File: config.mk
export PLATFORM = sky130hd
export DESIGN_NAME = seg7_scroll_driver_flat
export DESIGN_NICKNAME = d
export VERILOG_FILES = /design/src/rtl/seg7_scroll_driver_pkg.sv /design/src/rtl/seg7_scroll_driver_if.sv /design/src/rtl/seg7_scroll_driver_decoder.sv /design/src/rtl/seg7_scroll_driver.sv /design/src/flat_wrapper.sv
export SDC_FILE = /design/constraint.sdc
export NUM_CORES = 1
export LEC_CHECK = 0
export BUFFER_PORTS_ARGS = -buffer_cell sky130_fd_sc_hd__buf_2
export CAP_MARGIN = 20
export CORE_MARGIN = 5
export CORE_UTILIZATION = 59
export DETAILED_ROUTE_END_ITERATION = 7
export HOLD_SLACK_MARGIN = 0.03
export PLACE_DENSITY_LB_ADDON = 0.15
export RECOVER_POWER = 25
export SYNTH_ARGS = -nofsm -noshare
export SYNTH_HDL_FRONTEND = slang
export SYNTH_SLANG_ARGS = --single-unit
File: constraint.sdc
create_clock -name clk -period 4.4 [get_ports clk]
set_input_delay 0.66 -clock clk [delete_from_list [all_inputs] [get_ports clk]]
set_output_delay 0.66 -clock clk [all_outputs]
set_load 0.05 [all_outputs]
File: src/rtl/seg7_scroll_driver_pkg.sv
// Shared constants for the scrolling 7-segment driver:
// segment patterns, character field layout and a width helper.
package seg7_pkg;

  // Active-low {a,b,c,d,e,f,g}
  localparam logic [6:0] SEG_0 = 7'h01;
  localparam logic [6:0] SEG_1 = 7'h4F;
  localparam logic [6:0] SEG_2 = 7'h12;
  localparam logic [6:0] SEG_3 = 7'h06;
  localparam logic [6:0] SEG_4 = 7'h4C;
  localparam logic [6:0] SEG_5 = 7'h24;
  localparam logic [6:0] SEG_6 = 7'h20;
  localparam logic [6:0] SEG_7 = 7'h0F;
  localparam logic [6:0] SEG_8 = 7'h00;
  localparam logic [6:0] SEG_9 = 7'h04;
  localparam logic [6:0] SEG_A = 7'h08;
  localparam logic [6:0] SEG_B = 7'h60;
  localparam logic [6:0] SEG_C = 7'h31;
  localparam logic [6:0] SEG_D = 7'h42;
  localparam logic [6:0] SEG_E = 7'h30;
  localparam logic [6:0] SEG_F = 7'h38;
  localparam logic [6:0] SEG_BLANK = 7'h7F;

  localparam int CH_DP      = 5;
  localparam int CH_BLANK   = 4;
  localparam int CH_HEX_MSB = 3;
  localparam int CH_HEX_LSB = 0;

  localparam logic [5:0] CH_RESET = 6'b010000;

  function automatic int clog2(input int value);
    int w;
    w = 1;
    while ((1 << w) < value) w++;
    return w;
  endfunction

endpackage

File: src/rtl/seg7_scroll_driver_if.sv
// Host write port into the message buffer.
// The host side drives; the driver samples.
interface seg7_scroll_driver_if #(
  parameter int ADDR_W = 3
);
  logic              wr_en;
  logic [ADDR_W-1:0] wr_addr;
  logic [5:0]        wr_data;

  modport master (output wr_en, wr_addr, wr_data);
  modport slave  (input  wr_en, wr_addr, wr_data);
endinterface

File: src/rtl/seg7_scroll_driver_decoder.sv
// Combinational {blank, hex} to active-low segment pattern.
// Blank wins over any hex value.
module seg7_hex_decoder
  import seg7_pkg::*;
(
  input  logic       blank,
  input  logic [3:0] hex,
  output logic [6:0] pattern
);

  always_comb begin
    pattern = SEG_BLANK;
    if (!blank) begin
      unique case (hex)
        4'h0: pattern = SEG_0;
        4'h1: pattern = SEG_1;
        4'h2: pattern = SEG_2;
        4'h3: pattern = SEG_3;
        4'h4: pattern = SEG_4;
        4'h5: pattern = SEG_5;
        4'h6: pattern = SEG_6;
        4'h7: pattern = SEG_7;
        4'h8: pattern = SEG_8;
        4'h9: pattern = SEG_9;
        4'hA: pattern = SEG_A;
        4'hB: pattern = SEG_B;
        4'hC: pattern = SEG_C;
        4'hD: pattern = SEG_D;
        4'hE: pattern = SEG_E;
        4'hF: pattern = SEG_F;
      endcase
    end
  end

endmodule

File: src/rtl/seg7_scroll_driver.sv
// Multiplexed common-anode driver showing a scrolling window
// of a host-written message buffer, with dead time and dimming.
module seg7_scroll_driver
  import seg7_pkg::*;
#(
  parameter int NUM_DIGITS    = 4,
  parameter int MSG_DEPTH     = 8,
  parameter int SLOT_CYCLES   = 32,
  parameter int DEAD_CYCLES   = 2,
  parameter int BRIGHT_W      = 4,
  parameter int SCROLL_FRAMES = 64,
  localparam int AW = clog2(MSG_DEPTH)
) (
  input  logic                  clk,
  input  logic                  reset,
  seg7_scroll_driver_if.slave   wr,
  input  logic                  step,
  input  logic                  auto_scroll,
  input  logic [BRIGHT_W-1:0]   brightness,
  output logic [NUM_DIGITS-1:0] an,
  output logic [6:0]            seg,
  output logic                  dp,
  output logic [AW-1:0]         offset
);

  localparam int SW = clog2(SLOT_CYCLES);
  localparam int IW = clog2(NUM_DIGITS);
  localparam int FW = clog2(SCROLL_FRAMES);

  logic [SW-1:0]       slot_cnt;
  logic [IW-1:0]       idx;
  logic [FW-1:0]       frame_cnt;
  logic [5:0]          mem [MSG_DEPTH];
  logic [5:0]          ch_q;
  logic [BRIGHT_W-1:0] bright_q;

  logic                slot_start;
  logic                slot_end;
  logic                frame_end;
  logic                auto_tick;
  logic [AW-1:0]       rd_addr;
  logic [5:0]          ch_eff;
  logic [BRIGHT_W-1:0] br_eff;
  logic [31:0]         sc32;
  logic [31:0]         hi32;
  logic                lit;
  logic [6:0]          pattern;

  assign slot_start = slot_cnt == '0;
  assign slot_end   = slot_cnt == SW'(SLOT_CYCLES - 1);
  assign frame_end  = slot_end && idx == IW'(NUM_DIGITS - 1);
  assign auto_tick  = auto_scroll && frame_end
                   && frame_cnt == FW'(SCROLL_FRAMES - 1);

  // Leftmost digit (highest idx) shows buffer[offset]
  assign rd_addr = offset + AW'(NUM_DIGITS - 1) - AW'(idx);

  // First cycle of a slot uses the fresh values so DEAD_CYCLES=0 works
  assign ch_eff = slot_start ? mem[rd_addr] : ch_q;
  assign br_eff = slot_start ? brightness : bright_q;

  assign sc32 = 32'(slot_cnt);
  assign hi32 = 32'(DEAD_CYCLES) + 32'(br_eff);
  assign lit  = !ch_eff[CH_BLANK]
             && sc32 >= 32'(DEAD_CYCLES)
             && sc32 < hi32;

  seg7_hex_decoder u_dec (
    .blank   (ch_eff[CH_BLANK]),
    .hex     (ch_eff[CH_HEX_MSB:CH_HEX_LSB]),
    .pattern (pattern)
  );

  always_ff @(posedge clk or posedge reset) begin
    if (reset) begin
      slot_cnt  <= '0;
      idx       <= '0;
      frame_cnt <= '0;
      offset    <= '0;
      ch_q      <= CH_RESET;
      bright_q  <= '0;
      an        <= '1;
      seg       <= SEG_BLANK;
      dp        <= 1'b1;
      for (int i = 0; i < MSG_DEPTH; i++) mem[i] <= CH_RESET;
    end else begin
      slot_cnt <= slot_end ? '0 : slot_cnt + 1'b1;
      if (slot_end)
        idx <= (idx == IW'(NUM_DIGITS - 1)) ? '0 : idx + 1'b1;
      if (slot_start) begin
        ch_q     <= mem[rd_addr];
        bright_q <= brightness;
      end
      if (step || auto_tick) offset <= offset + 1'b1;
      if (!auto_scroll)  frame_cnt <= '0;
      else if (frame_end)
        frame_cnt <= auto_tick ? '0 : frame_cnt + 1'b1;
      if (wr.wr_en) mem[wr.wr_addr] <= wr.wr_data;
      an  <= lit ? ~(NUM_DIGITS'(1) << idx) : '1;
      seg <= lit ? pattern : SEG_BLANK;
      dp  <= lit ? ~ch_eff[CH_DP] : 1'b1;
    end
  end

endmodule

File: src/flat_wrapper.sv
// flat-port wrapper written by rule: the top's interface ports become plain ports
module seg7_scroll_driver_flat import seg7_pkg::*;
#(
  parameter int NUM_DIGITS    = 4,
  parameter int MSG_DEPTH     = 8,
  parameter int SLOT_CYCLES   = 32,
  parameter int DEAD_CYCLES   = 2,
  parameter int BRIGHT_W      = 4,
  parameter int SCROLL_FRAMES = 64,
  localparam int AW = clog2(MSG_DEPTH)
)
  (clk, reset, step, auto_scroll, brightness, an, seg, dp, offset, wr_wr_en, wr_wr_addr, wr_wr_data);
  seg7_scroll_driver_if #(.ADDR_W(3)) wr_i ();
  input  logic clk;
  input  logic reset;
  input  logic step;
  input  logic auto_scroll;
  input  logic [BRIGHT_W-1:0] brightness;
  output logic [NUM_DIGITS-1:0] an;
  output logic [6:0] seg;
  output logic dp;
  output logic [AW-1:0] offset;
  input wire logic [$bits(wr_i.wr_en)-1:0] wr_wr_en;
  input wire logic [$bits(wr_i.wr_addr)-1:0] wr_wr_addr;
  input wire logic [$bits(wr_i.wr_data)-1:0] wr_wr_data;
  assign wr_i.wr_en = wr_wr_en;
  assign wr_i.wr_addr = wr_wr_addr;
  assign wr_i.wr_data = wr_wr_data;
  seg7_scroll_driver #(.NUM_DIGITS(NUM_DIGITS), .MSG_DEPTH(MSG_DEPTH), .SLOT_CYCLES(SLOT_CYCLES), .DEAD_CYCLES(DEAD_CYCLES), .BRIGHT_W(BRIGHT_W), .SCROLL_FRAMES(SCROLL_FRAMES)) u_core (.clk(clk), .reset(reset), .wr(wr_i), .step(step), .auto_scroll(auto_scroll), .brightness(brightness), .an(an), .seg(seg), .dp(dp), .offset(offset));
endmodule
Word level (Yosys, flattened, before mapping)

Memory sizes are Yosys's and may differ from the RTL's.
Cells that the tools add are included.

Flip-flop bits (word level): 86
ROM bits: 112
Bits of input ports: 18
Output and inout bits: 15
Word-level logic and storage cells: 65
Memories kept: 1

Memories:

| memory          | words | bits a word | read ports | clocked after Yosys merged registers in | write ports | RTL line                         | text |
|---|---|---|---|---|---|---|---|
| (no name shown) | 16    | 7           | 1          | 0                                       | 0           | seg7_scroll_driver_decoder.sv:14 | `unique case (hex)` |

Add/subtract/negate cells: 7
Magnitude comparators: 5
Equality and inequality tests: 4
Shift operators: 1
Mux-type cells: 17
Bitwise gates (word level): 4
Reduce and logical (&&, ||, !) cells: 9

Operators with widths:

| cell                | count |
|---|---|
| $bwmux 48           | 1 |
| $mux 6              | 7 |
| $lt 5x32->1         | 1 |
| $bmux 6 s3          | 1 |
| $demux 6 s3         | 1 |
| $mux 7              | 2 |
| $ge 4x4->1 const B  | 2 |
| $mux 4              | 2 |
| $not 3->4           | 2 |
| $add 6x1->6 const B | 1 |
| $eq 6x6->1 const B  | 1 |
| $logic_and 1x1->1   | 6 |
| $add 2x4->5 const A | 1 |
| $add 5x1->5 const B | 1 |
| $eq 5x5->1 const B  | 1 |
| $ge 5x2->1 const B  | 1 |
| $logic_not 5->1     | 1 |
| $mux 5              | 1 |
| $lt 4x1->1 const B  | 1 |
| $not 4->4           | 1 |
| $shl 1x2->4 const A | 1 |
| $add 3x1->3 const B | 1 |
| $add 3x2->3 const B | 1 |
| $sub 3x2->3         | 1 |
| other kinds (8)     | 8 |

Longest topological paths before layout

Gate-level depths: netlist of run 1.

Word-level depth: 11
Gate-level depth with buffers: 15

Hierarchy

A second synthesis of run 1 with hierarchy kept.

Cell total of the unflattened synthesis: 321
Area total of the unflattened synthesis: 4271.6 µm²

By module, submodules not included:

| module             | instances | cells each | area each (µm²) | seq. area each (µm²) |
|---|---|---|---|---|
| seg7_scroll_driver | 1         | 282        | 3997.6          | 2178.3 |
| seg7_hex_decoder   | 1         | 39         | 274.0           | 0.0 |

Worst setup path after synthesis of run 1

Ideal clock, no wire load.

Kind: reg2reg
Start point: register u_core.slot_cnt[0]
End point: register u_core.seg[1]
Arrival time: 3.089 ns
Required time: 4.303 ns
Slack: 1.214 ns
Cell stages (with the launch flop): 16
Buffers on the path: 3
Clock period less this slack: 3.186 ns
Cells stage by stage: dfrtp_1 > inv_1 > ha_1 > nor4b_4 > buf_2 > buf_2 > mux2_2 > ha_1 > inv_1 > ha_1 > o21a_1 > o21ai_0 > a21oi_1 > o21ai_1 > buf_2 > o2111ai_1

Longest elaborated chain between the ends: 6
Elaborated cells between the ends (all ways): 12
Classes of those cells: 1 x add/sub; 2 x order compare; 4 x mux; 4 x reduce/logical; 1 x memory

Ends and longest elaborated chain:

| what                     | RTL line                  | text |
|---|---|---|
| start: declaration       | seg7_scroll_driver.sv:30  | `logic [SW-1:0] slot_cnt;` |
| start signal: assignment | seg7_scroll_driver.sv:87  | `slot_cnt <= slot_end ? '0 : slot_cnt + 1'b1;` |
| $logic_not 5->1          | seg7_scroll_driver.sv:49  | `assign slot_start = slot_cnt == '0;` |
| $mux 4                   | seg7_scroll_driver.sv:60  | `assign br_eff = slot_start ? brightness : bright_q;` |
| via u_core.br_eff[1]     | seg7_scroll_driver.sv:43  | `logic [BRIGHT_W-1:0] br_eff;` |
| $add 2x4->5              | seg7_scroll_driver.sv:63  | `assign hi32 = 32'(DEAD_CYCLES) + 32'(br_eff);` |
| $lt 5x32->1              | seg7_scroll_driver.sv:66  | `&& sc32 < hi32;` |
| $logic_and 1x1->1        | seg7_scroll_driver.sv:66  |  |
| $mux 7                   | seg7_scroll_driver.sv:100 | `seg <= lit ? pattern : SEG_BLANK;` |
| end signal: assignment   | seg7_scroll_driver.sv:100 |  |
| end: declaration         | seg7_scroll_driver.sv:21  | `output logic [6:0] seg,` |

The timed path passes the listed nets, and every way through them passes these cells.
A chain may end at the register's enable or synchronous reset.

Worst setup path after layout of run 1

Start point: register u_core.idx[0]
End point: register u_core.seg[6]

Elaborated cells between the ends (all ways): 12
Classes of those cells: 1 x add/sub; 6 x mux; 1 x bitwise; 3 x reduce/logical; 1 x memory

RTL lines:

| what                                      | RTL line                         | text |
|---|---|---|
| start: declaration                        | seg7_scroll_driver.sv:31         | `logic [IW-1:0] idx;` |
| start signal: assignment                  | seg7_scroll_driver.sv:89         | `idx <= (idx == IW'(NUM_DIGITS - 1)) ? '0 : idx + 1'b1;` |
| $sub 3x2->3                               | seg7_scroll_driver.sv:56         | `assign rd_addr = offset + AW'(NUM_DIGITS - 1) - AW'(idx);` |
| $not 3->4 (not written as such)           | seg7_scroll_driver.sv:59         | `assign ch_eff = slot_start ? mem[rd_addr] : ch_q;` |
| $bmux 6 s3                                | seg7_scroll_driver.sv:59         |  |
| $mux 6 (not written as such) (2 in a row) | seg7_scroll_driver.sv:59         |  |
| $mux 6                                    | seg7_scroll_driver.sv:59         |  |
| via u_core.ch_eff[0]                      | seg7_scroll_driver.sv:42         | `logic [5:0] ch_eff;` |
| $mem_v2 16x7                              | n/a                              |  |
| $mux 7                                    | seg7_scroll_driver_decoder.sv:13 | `if (!blank) begin` |
| $mux 7                                    | seg7_scroll_driver.sv:100        |  |

The timed path passes the listed nets, and every way through them passes these cells. The select of a mux whose other input is x is not followed.

==> run summary, run 1 <==
- top-level I/O count: 33
- max-slew violation count: 44
- global-route wire length before repair: 13300 µm
- minimum setup slack among reg-to-reg paths: 1.05 ns
- Warnings, synthesis: 0
- worst-skew pair later-pin latency: 0.35 ns
- total DRC errors in the routed layout: 0
- clock root buffer: sky130_fd_sc_hd__clkbuf_8
- number of antenna violations at the first check in global routing: 0
- worst clock skew on the final layout: 0.00763 ns
- Routability Congestion: 0.846
- count of nets left with antenna violations after detail routing: 0
- clock tree from TritonCTS: done
- flops & latches, synth: 86
- average wire per standard cell: 16.8 µm
- ANT cells: 0
- dpl cells: 443
- Vias: 2629
- tightest hold margin: 0.502 ns
- Power Density: 555 mW/mm²
- ratio of cells with drive above 1 in the final layout: 0.386
- number of buffers inserted by post-CTS setup repair: 0
- final critical-path share of the clock period: 0.762
- fin area: 0.00483 mm²
- final setup violation count: 0
- # port buffers: 32
- FF-to-FF Start: u_core.idx[0]$_DFFE_PP0P_
- floorplan core area: 0.00721 mm²
- DRT iter0 DRCs: 119
- net count after synthesis: 360
- critical path start-end classification: reg -> reg
- worst-case headroom to the max-slew limit: -0.261
- synthesized netlist cell count: 319
- slack of the critical path: 1.05 ns
- WL final: 7730 µm
- fin nets: 396
- startpoint type of the worst setup path: flip-flop
- final HPWL from detailed placement: 5280 µm
- post-place setup slack: 1.08 ns
- Main synth FF type: sky130_fd_sc_hd__dfrtp_1
- sequential cell area fraction in the yosys report: 0.503
- result of the run: finished with violations
- Layout Utilization: 0.670
- final critical delay including setup and external delays: 3.35 ns
- final hold vios: 0
- number of detailed-routing iterations run before antenna repair: 4
- total global-route track usage: 0.193
- pin count of the biggest net entering global routing: 45
- # hold bufs at CTS: 0
- initial core utilization: 0.600
- number of distinct library cells after synthesis: 49
- worst-case vdd ir drop: 0.000257 V
- maximum clock frequency: 298 MHz
- cell area reported after detailed placement: 0.00459 mm²
- non-filler cells in the finished layout: 459
- setup_tns: 0 ns
- violated checks: capacitance limit, slew limit
- Inserted Clock Buffers: 9
- Area growth, synth to finish: 11.6%
- Critical Path End Type: flip-flop
- average size of a mapped cell: 13.6 µm²
- data required time at the worst endpoint: 4.64 ns
- startpoint of the most critical setup path: u_core.idx[0]$_DFFE_PP0P_
- setup repair after global routing missed its margin: no
- worst endpoint data arrival time: 3.59 ns
- die outline width: 95.6 µm
- pin slew with the least headroom to its limit: 1.88 ns
- fillers: 554
- HP Start: u_core.mem[15]$_DFFE_PP0P_
- clock-pin slew reported for the worst setup and hold paths after clock tree synthesis: 0.08 ns
- total overflow reported by the global router: 0
- leak pwr: 2.09 nW
- area of the mapped netlist: 0.00433 mm²
- y dimension of the die: 95.6 µm
- clk buf depth: 2
- Async SR Flop Fraction: 1.00
- classification of the worst-slack hold path: reg -> reg
- vias in the first global route: 2731
- number of gates resized after CTS: 0
- floorplan row count: 31
- DIE AREA: 0.00915 mm²
- PnR Total Power: 2.68 mW
- EDFF count, synth: 0
- H-tree Lvls: 3
- total number of clock tree sinks: 86
- reported max-cap violation count: 1
- Vias/cell: 5.73
- maximum fanout along the worst path: 12
==> routing by layer <==
metal  track usage  vias to the layer above  part of all wire
met2         0.302                       63              0.46
met4        0.0841                        0             0.017
li1              -                     1248                 -
met3        0.0347                       12             0.038
met1         0.265                     1306              0.49
met5             0                        -                 0
==> cell families (layout without fill, tap and decap cells) <==
family	after synthesis	after routing	share of synthesized area
compound gates	34	34	0.0552
xor+xnor	11	11	0.0263
fa+ha+maj	23	23	0.0665
buf+inv	24	65	0.0246
flops	86	86	0.503
mux	75	75	0.241
simple gates	66	66	0.0833
==> registers in the layout, indices dropped and copies added, names as in the netlist <==
name,flops
u_core.ch_q,6
u_core.seg,7
u_core.offset,3
u_core.slot_cnt,5
u_core.an,4
u_core.frame_cnt,6
u_core.bright_q,4
u_core.dp,1
u_core.idx,2
u_core.mem,48
==> layout make-up <==
class / instances / area, µm² / share of cell area
clock buffers: 10 / 138 / 0.0285
clock inverters: 6 / 109 / 0.0225
inverters: 13 / 50.0 / 0.0104
multi-input cells: 209 / 2040 / 0.423
flip-flops and latches: 86 / 2180 / 0.451
well taps: 99 / 124 / 0.0256
repair buffers: 36 / 189 / 0.0391
==> power breakdown <==
| group | leakage [nW] | internal [mW] | switching [mW] | total, mW |
|---|---|---|---|---|
| logic | 0.957 | 0.458 | 0.514 | 0.972 |
| registers | 1.01 | 0.961 | 0.0786 | 1.04 |
| clock network | 0.126 | 0.392 | 0.277 | 0.669 |
| total | 2.09 | 1.81 | 0.869 | 2.68 |
==> path summary, 6_finish.rpt <==
kind                                         endpoint  depth (start not counted)
hold reg to reg            u_core.mem[15]$_DFFE_PP0P_                          1
setup reg to reg              u_core.seg[6]$_DFF_PP1_                         11
max in group asynchronous      u_core.an[2]$_DFF_PP1_                          3
hold / removal             u_core.mem[15]$_DFFE_PP0P_                          1
setup / recovery              u_core.seg[6]$_DFF_PP1_                         11
min in group asynchronous  u_core.mem[11]$_DFFE_PP0P_                          2
==> cells in the mapped netlist (all sizes together) (2+ instances only) <==
cell / number / area, µm²
clkbuf: 5 / 18.8
nor2b: 2 / 12.5
a31oi: 3 / 18.8
a21oi: 9 / 45.0
xor2: 3 / 26.3
o21ai: 8 / 40.0
mux2: 54 / 612
nand2: 9 / 33.8
o2111ai: 4 / 41.3
nand4b: 3 / 26.3
dfrtp: 65 / 1630
a21o: 3 / 31.3
nor2: 13 / 48.8
nor3b: 3 / 22.5
nor3: 9 / 50.1
and2: 3 / 18.8
xnor2: 7 / 61.3
ha: 23 / 288
mux4: 12 / 315
dfstp: 21 / 552
buf: 6 / 38.8
nand3: 16 / 80.1
inv: 13 / 48.8
mux2i: 9 / 115
nand4: 2 / 12.5
nand2b: 2 / 12.5
==> worst max-delay path, cell delays in order, from the launching register on <==
cell	delay (ns)
sky130_fd_sc_hd__dfrtp_1	0.40
sky130_fd_sc_hd__inv_1	0.12
sky130_fd_sc_hd__ha_1	0.70
sky130_fd_sc_hd__mux4_1	0.62
sky130_fd_sc_hd__mux2_2	0.30
sky130_fd_sc_hd__mux2i_4	0.24
sky130_fd_sc_hd__inv_1	0.13
sky130_fd_sc_hd__ha_1	0.31
sky130_fd_sc_hd__nor2_1	0.13
sky130_fd_sc_hd__nand3_1	0.08
sky130_fd_sc_hd__o21ai_0	0.10
sky130_fd_sc_hd__o311ai_1	0.10
==> placed cells by master (no fill, tap or decap), types with 4 or more instances in the layout <==
master                     instances
sky130_fd_sc_hd__clkbuf_8         10
sky130_fd_sc_hd__nand3_1          16
sky130_fd_sc_hd__dfrtp_1          65
sky130_fd_sc_hd__inv_1            10
sky130_fd_sc_hd__mux2_2           53
sky130_fd_sc_hd__mux4_1           12
sky130_fd_sc_hd__nand2_1           9
sky130_fd_sc_hd__xnor2_1           7
sky130_fd_sc_hd__a21oi_1           9
sky130_fd_sc_hd__nor3_1            8
sky130_fd_sc_hd__buf_2            31
sky130_fd_sc_hd__mux2i_1           7
sky130_fd_sc_hd__dfstp_2          21
sky130_fd_sc_hd__ha_1             23
sky130_fd_sc_hd__buf_4             4
sky130_fd_sc_hd__o21ai_0           7
sky130_fd_sc_hd__nor2_1           13
Power figures use the tool's default switching activity.
==> run 2: changes to the inputs <==
CORE_UTILIZATION = 54   (was 59)
clock period = 2.83 ns   (was 4.4 ns; I/O delays follow)
==> run 2 against run 1 <==
Against the previous run: hold slack got worse by 0.19 ns; combinational power rose by 76%; critical path depth fell by 2; critical path type unchanged; flip-flop and latch count did not move; final cell count rose by 5.7%; setup slack got worse by 0.91 ns; clock skew rose by 0.0062 ns; register-to-register slack got worse by 0.91 ns; global-route usage fell by 2.0 points; the flow now finishes without violations.
==> run summary, run 2 (same netlist as run 1, synthesis figures left out) <==
- cells on worst reg2reg path: 9
- total overflow reported by the global router: 0
- clk buf depth: 2
- routed metal-1 wire length: 3750 µm
- Routability Congestion: 0.850
- ratio of cells with drive above 1 in the final layout: 0.470
- sequential fraction of design power: 0.382
- switching power: 1.43 mW
- maximum clock frequency: 371 MHz
- ANT cells: 0
- final critical-path share of the clock period: 0.953
- combinational power share: 0.402
- clock network fraction of design power: 0.216
- startpoint type of the worst setup path: flip-flop
- result of the run: finished, final reports clean
- total DRC errors in the routed layout: 0
- Critical Path End Type: flip-flop
- minimum setup slack among reg-to-reg paths: 0.13 ns
- final setup violation count: 0
- commonest non-fill, non-tap cells in the layout: sky130_fd_sc_hd__dfrtp_1, sky130_fd_sc_hd__mux2_2, sky130_fd_sc_hd__buf_2, sky130_fd_sc_hd__buf_4, sky130_fd_sc_hd__dfstp_2
- worst clock skew on the final layout: 0.0139 ns
- final critical delay including setup and external delays: 2.70 ns
- Inserted Clock Buffers: 9
- initial core utilization: 0.557
- H-tree Lvls: 3
- number of detailed-routing iterations run before antenna repair: 4
- critical path start-end classification: reg -> reg
- final hold vios: 0
- most frequent standard cell in the layout excluding fill and tap cells: sky130_fd_sc_hd__dfrtp_1
- clock-pin slew reported for the worst setup and hold paths after clock tree synthesis: 0.09 ns
- Vias: 2725
- worst reg2reg endpoint: u_core.seg[3]$_DFF_PP1_
- post-place setup slack: -0.0125 ns
- data required time at the worst endpoint: 3.10 ns
- classification of the worst-slack hold path: in -> async
- Layout Utilization: 0.655
- maximum fanout along the worst path: 6
- fraction of power spent switching nets: 0.335
- # port buffers: 32
- FF-to-FF Start: u_core.offset[0]$_DFFE_PP0P_
- worst-skew pair later-pin latency: 0.36 ns
- number of antenna violations at the first check in global routing: 0
- clock tree from TritonCTS: done
- Vias/cell: 5.62
- max FFs per register: 48
- WL final: 8060 µm
- clock root buffer: sky130_fd_sc_hd__clkbuf_8
- pin slew with the least headroom to its limit: 1.35 ns
- Area growth, synth to finish: 17.5%
- total number of clock tree sinks: 86
- leak pwr: 2.19 nW
- count of nets left with antenna violations after detail routing: 0
- worst endpoint data arrival time: 2.97 ns
- DRT iter0 DRCs: 78
- internal power component: 2.84 mW
- largest registers ranked by flip-flop count: u_core.mem x48, u_core.seg x7
- die outline width: 99.5 µm
- average wire per standard cell: 16.6 µm
- max-slew violation count: 0
- metal3 WL: 285 µm
- slack of the critical path: 0.133 ns
- register ranked first by flip-flop count: u_core.mem
- y dimension of the die: 99.5 µm
- global-route wire length before repair: 13500 µm
- vias in the first global route: 2665
- top-level I/O count: 33
- routed wl met2: 3960 µm
- total global-route track usage: 0.173
- Top Layer Used: met4
- fin nets: 419
- worst-case headroom to the max-slew limit: 0.0971
- reported max-cap violation count: 0
- floorplan row count: 32
- Power Density: 839 mW/mm²
- # hold bufs at CTS: 0
- worst-case vdd ir drop: 0.000394 V
- DIE AREA: 0.00991 mm²
- pin count of the biggest net entering global routing: 58
- final HPWL from detailed placement: 5710 µm
- floorplan core area: 0.00777 mm²
[run 2: changes by cell type in the layout (fill, tap and decap cells not counted), sizes merged]
cell,delta
bufinv,-2
buf,+23
clkinvlp,+2
clkinv,-2
clkbuf,+2
[run 2: layer usage]
metal / up-vias / GRT usage
met5: - / 0
met4: 0 / 0.0536
met3: 5 / 0.0365
met2: 54 / 0.278
met1: 1372 / 0.236
li1: 1294 / -
[run 2: timing repair]
item | CTS | global route
gates resized for setup | 1 | 11
endpoints found under the setup margin | 3 | 12
pin swaps | 1 | 1
buffers inserted | 2 | 6
[run 2: how the worst max path moves through the flow]
stage                     slack [ns]  depth (start not counted)                          from                       to
after global placement          0.09                         11  u_core.offset[1]$_DFFE_PP0P_  u_core.seg[3]$_DFF_PP1_
after global routing           -0.03                         10  u_core.offset[0]$_DFFE_PP0P_  u_core.seg[3]$_DFF_PP1_
final                           0.13                          9  u_core.offset[0]$_DFFE_PP0P_  u_core.seg[3]$_DFF_PP1_
after detailed placement       -0.01                         11  u_core.offset[1]$_DFFE_PP0P_  u_core.seg[3]$_DFF_PP1_
after floorplan                -0.07                         15  u_core.slot_cnt[0]$_DFF_PP0_  u_core.seg[1]$_DFF_PP1_
after CTS                       0.03                         11  u_core.offset[1]$_DFFE_PP0P_  u_core.seg[6]$_DFF_PP1_
[run 2: final cells by class]
cell class / instances / area (µm²)
fillers: 608 / 2680
flip-flops and latches: 86 / 2180
multi-input cells: 209 / 2140
repair buffers: 59 / 368
clock buffers: 12 / 165
well taps: 102 / 128
clock inverters: 4 / 53.8
inverters: 13 / 50.0
[run 2: stage by stage]
step | setup TNS [ns] | cell area [µm²] | hold slack [ns] | cells | power (mW)
floorplan | -0.519 | 4400 | 0.465 | 319 | 2.90
global placement | 0 | 4770 | 0.471 | 461 | 3.24
CTS | 0 | 5010 | 0.0838 | 479 | 4.22
finish | 0 | 5090 | 0.315 | 485 | 4.27
detailed placement | -0.0125 | 4770 | 0.477 | 461 | 3.27
global route | -0.0435 | 5090 | 0.311 | 485 | 4.51
[run 2: worst max-delay path, cell delays in order, from the launching register on]
cell and delay (ns):
sky130_fd_sc_hd__dfrtp_2 0.46, sky130_fd_sc_hd__ha_4 0.32, sky130_fd_sc_hd__mux4_1 0.55, sky130_fd_sc_hd__mux2_2 0.30, sky130_fd_sc_hd__mux2i_4 0.20, sky130_fd_sc_hd__buf_4 0.15
sky130_fd_sc_hd__ha_1 0.24, sky130_fd_sc_hd__nor2_1 0.14, sky130_fd_sc_hd__a221oi_2 0.07, sky130_fd_sc_hd__o211ai_1 0.18
[run 2: power groups by stage]
| stage | clock network [mW] | logic (mW) | registers (mW) |
|---|---|---|---|
| 3_3_place_gp | 0 | 1.60 | 1.64 |
| 4_1_cts | 0.937 | 1.66 | 1.63 |
| 6_report | 0.924 | 1.71 | 1.63 |
| 2_1_floorplan | 0 | 1.15 | 1.74 |
| 3_5_place_dp | 0 | 1.62 | 1.65 |
| 5_1_grt | 0.996 | 1.86 | 1.66 |
==> run 3: changes to the inputs <==
CORE_UTILIZATION = 56   (was 54)
CTS_BUF_LIST = sky130_fd_sc_hd__clkbuf_4 sky130_fd_sc_hd__clkbuf_8   (was default)
==> run 3 against run 2 <==
Against the previous run: the run now ends with capacitance limit, slew limit left; final area decreased by 0.22%; flip-flop and latch count unchanged; clock skew increased by 0.00072 ns; core utilization grew 1.2 points; critical path type unchanged; power is 0.19% lower; sequential power barely moved.
==> run summary, run 3 (same netlist as run 1, synthesis figures left out) <==
- final HPWL from detailed placement: 5810 µm
- cell breakdown of the critical path: inv_1 -> ha_1 -> ha_4 -> mux4_1 -> mux2i_1 -> a21o_1 -> inv_1 -> ha_1 -> nor3b_1 -> a31o_2 -> nor3_2 -> o211ai_1
- clock tree from TritonCTS: done
- total number of clock tree sinks: 86
- Vias/cell: 5.56
- total DRC errors in the routed layout: 0
- slowest cell on the critical path: sky130_fd_sc_hd__dfrtp_1
- leak pwr: 2.20 nW
- final critical-path share of the clock period: 0.960
- maximum fanout along the worst path: 6
- register ranked first by flip-flop count: u_core.mem
- max-slew violation count: 44
- Inserted Clock Buffers: 9
- total overflow reported by the global router: 0
- most frequent standard cell in the layout excluding fill and tap cells: sky130_fd_sc_hd__dfrtp_1
- pin slew with the least headroom to its limit: 1.90 ns
- data required time at the worst endpoint: 3.11 ns
- fin nets: 418
- global-route wire length before repair: 14000 µm
- floorplan row count: 32
- number of buffer and inverter instances along the worst setup path: 2
- area of the multi-input gates: 0.00212 mm²
- y dimension of the die: 97.9 µm
- maximum clock frequency: 368 MHz
- floorplan core area: 0.00761 mm²
- clock-pin slew reported for the worst setup and hold paths after clock tree synthesis: 0.09 ns
- startpoint type of the worst setup path: flip-flop
- H-tree Lvls: 3
- ANT cells: 0
- worst clock skew on the final layout: 0.0146 ns
- kind of cell adding the most delay to the critical path: adder cells
- tightest hold margin: 0.325 ns
- worst-case headroom to the max-slew limit: -0.272
- final critical delay including setup and external delays: 2.72 ns
- clk buf depth: 2
- classification of the worst-slack hold path: in -> reg
- result of the run: finished with violations
- Vias: 2690
- worst-skew pair later-pin latency: 0.37 ns
- final setup violation count: 0
- average wire per standard cell: 16.7 µm
- Routability Congestion: 0.847
- worst endpoint data arrival time: 3.00 ns
- max FFs per register: 48
- FF/Latch Area: 0.00218 mm²
- ratio of cells with drive above 1 in the final layout: 0.453
- slack of the critical path: 0.114 ns
- post-place setup slack: 0.0378 ns
- die outline width: 97.9 µm
- number of antenna violations at the first check in global routing: 0
- fillers: 578
- commonest non-fill, non-tap cells in the layout: sky130_fd_sc_hd__dfrtp_1, sky130_fd_sc_hd__mux2_2, sky130_fd_sc_hd__buf_2, sky130_fd_sc_hd__buf_4, sky130_fd_sc_hd__dfstp_2
- top-level I/O count: 33
- Power Density: 839 mW/mm²
- Layout Utilization: 0.667
- Critical Path End Type: flip-flop
- number of detailed-routing iterations run before antenna repair: 4
- clock root buffer: sky130_fd_sc_hd__clkbuf_8
- Area growth, synth to finish: 17.3%
- worst-case vdd ir drop: 0.000410 V
- violated checks: capacitance limit, slew limit
- initial core utilization: 0.569
- Largest stage delay, worst path: 0.38 ns
- total global-route track usage: 0.184
- critical path start-end classification: reg -> reg
- WL final: 8100 µm
- DIE AREA: 0.00959 mm²
- pin count of the biggest net entering global routing: 45
- count of nets left with antenna violations after detail routing: 0
- reported max-cap violation count: 1
- vias in the first global route: 2722
- # port buffers: 32
- largest registers ranked by flip-flop count: u_core.mem x48, u_core.seg x7
- DRT iter0 DRCs: 88
- final hold vios: 0
-- run 3: changes by cell type in the layout (fill, tap and decap cells not counted), sizes merged --
| cell | previous run | this run |
|---|---|---|
| clkinvlp | 3 | 2 |
| inv | 12 | 15 |
| bufinv | 1 | 2 |
| clkbuf | 13 | 9 |
-- run 3: power by group --
| part | total, mW | switching (mW) | internal [mW] | leakage [nW] |
|---|---|---|---|---|
| clock network | 0.972 | 0.465 | 0.508 | 0.111 |
| registers | 1.62 | 0.127 | 1.50 | 1.01 |
| logic | 1.66 | 0.835 | 0.829 | 1.08 |
| total | 4.26 | 1.43 | 2.83 | 2.20 |
-- run 3: metal layers --
layer  track usage  vias to the layer above  share of wire
met5             0                        -              0
met2         0.286                       50           0.49
met4        0.0799                        0          0.018
li1              -                     1294              -
met1         0.255                     1337           0.45
met3        0.0336                        9          0.039
-- run 3: cell type report --
type	count	area share
tap	102	0.0251
multi-input combinational	209	0.417
sequential	86	0.430
clock buffer	9	0.0244
clock inverter	7	0.0202
inverter	13	0.00986
timing repair buffer	58	0.0732
-- run 3: worst paths after layout --
path / start / to / slack [ns] / cells past startpoint
hold reg to reg: u_core.offset[2]$_DFFE_PP0P_ / u_core.offset[2]$_DFFE_PP0P_ / 0.51 / 1
min in group asynchronous: reset / u_core.mem[18]$_DFFE_PP0P_ / 0.54 / 2
setup reg to reg: u_core.idx[1]$_DFFE_PP0P_ / u_core.seg[3]$_DFF_PP1_ / 0.11 / 12
hold / removal: brightness[0] / u_core.bright_q[0]$_DFF_PP0_ / 0.32 / 2
max in group asynchronous: reset / u_core.ch_q[4]$_DFF_PP1_ / 1.32 / 3
setup / recovery: u_core.idx[1]$_DFFE_PP0P_ / u_core.seg[3]$_DFF_PP1_ / 0.11 / 12
-- run 3: worst reg2reg max path: stages, from the launching register on --
cell and delay (ns):
sky130_fd_sc_hd__dfrtp_1 0.38, sky130_fd_sc_hd__inv_1 0.08, sky130_fd_sc_hd__ha_1 0.31, sky130_fd_sc_hd__ha_4 0.31
sky130_fd_sc_hd__mux4_1 0.28, sky130_fd_sc_hd__mux2i_1 0.16, sky130_fd_sc_hd__a21o_1 0.15, sky130_fd_sc_hd__inv_1 0.09
sky130_fd_sc_hd__ha_1 0.21, sky130_fd_sc_hd__nor3b_1 0.15, sky130_fd_sc_hd__a31o_2 0.24, sky130_fd_sc_hd__nor3_2 0.17
sky130_fd_sc_hd__o211ai_1 0.10
-- run 3: per-stage QoR --
step | cell area, µm² | TNS [ns] | total power, mW | std cells
after floorplan | 4400 | -0.519 | 2.90 | 319
after global placement | 4780 | 0 | 3.23 | 462
after detailed placement | 4780 | 0 | 3.27 | 462
after CTS | 5000 | 0 | 4.25 | 478
after global routing | 5070 | -0.0835 | 4.52 | 484
final | 5070 | 0 | 4.26 | 484
-- run 3: what timing repair did --
item,in CTS,in global routing
resized for setup,0,5
hold endpoints to repair,0,0
endpoints found under the setup margin,0,12
buffers inserted,0,6
hold buffers,0,0
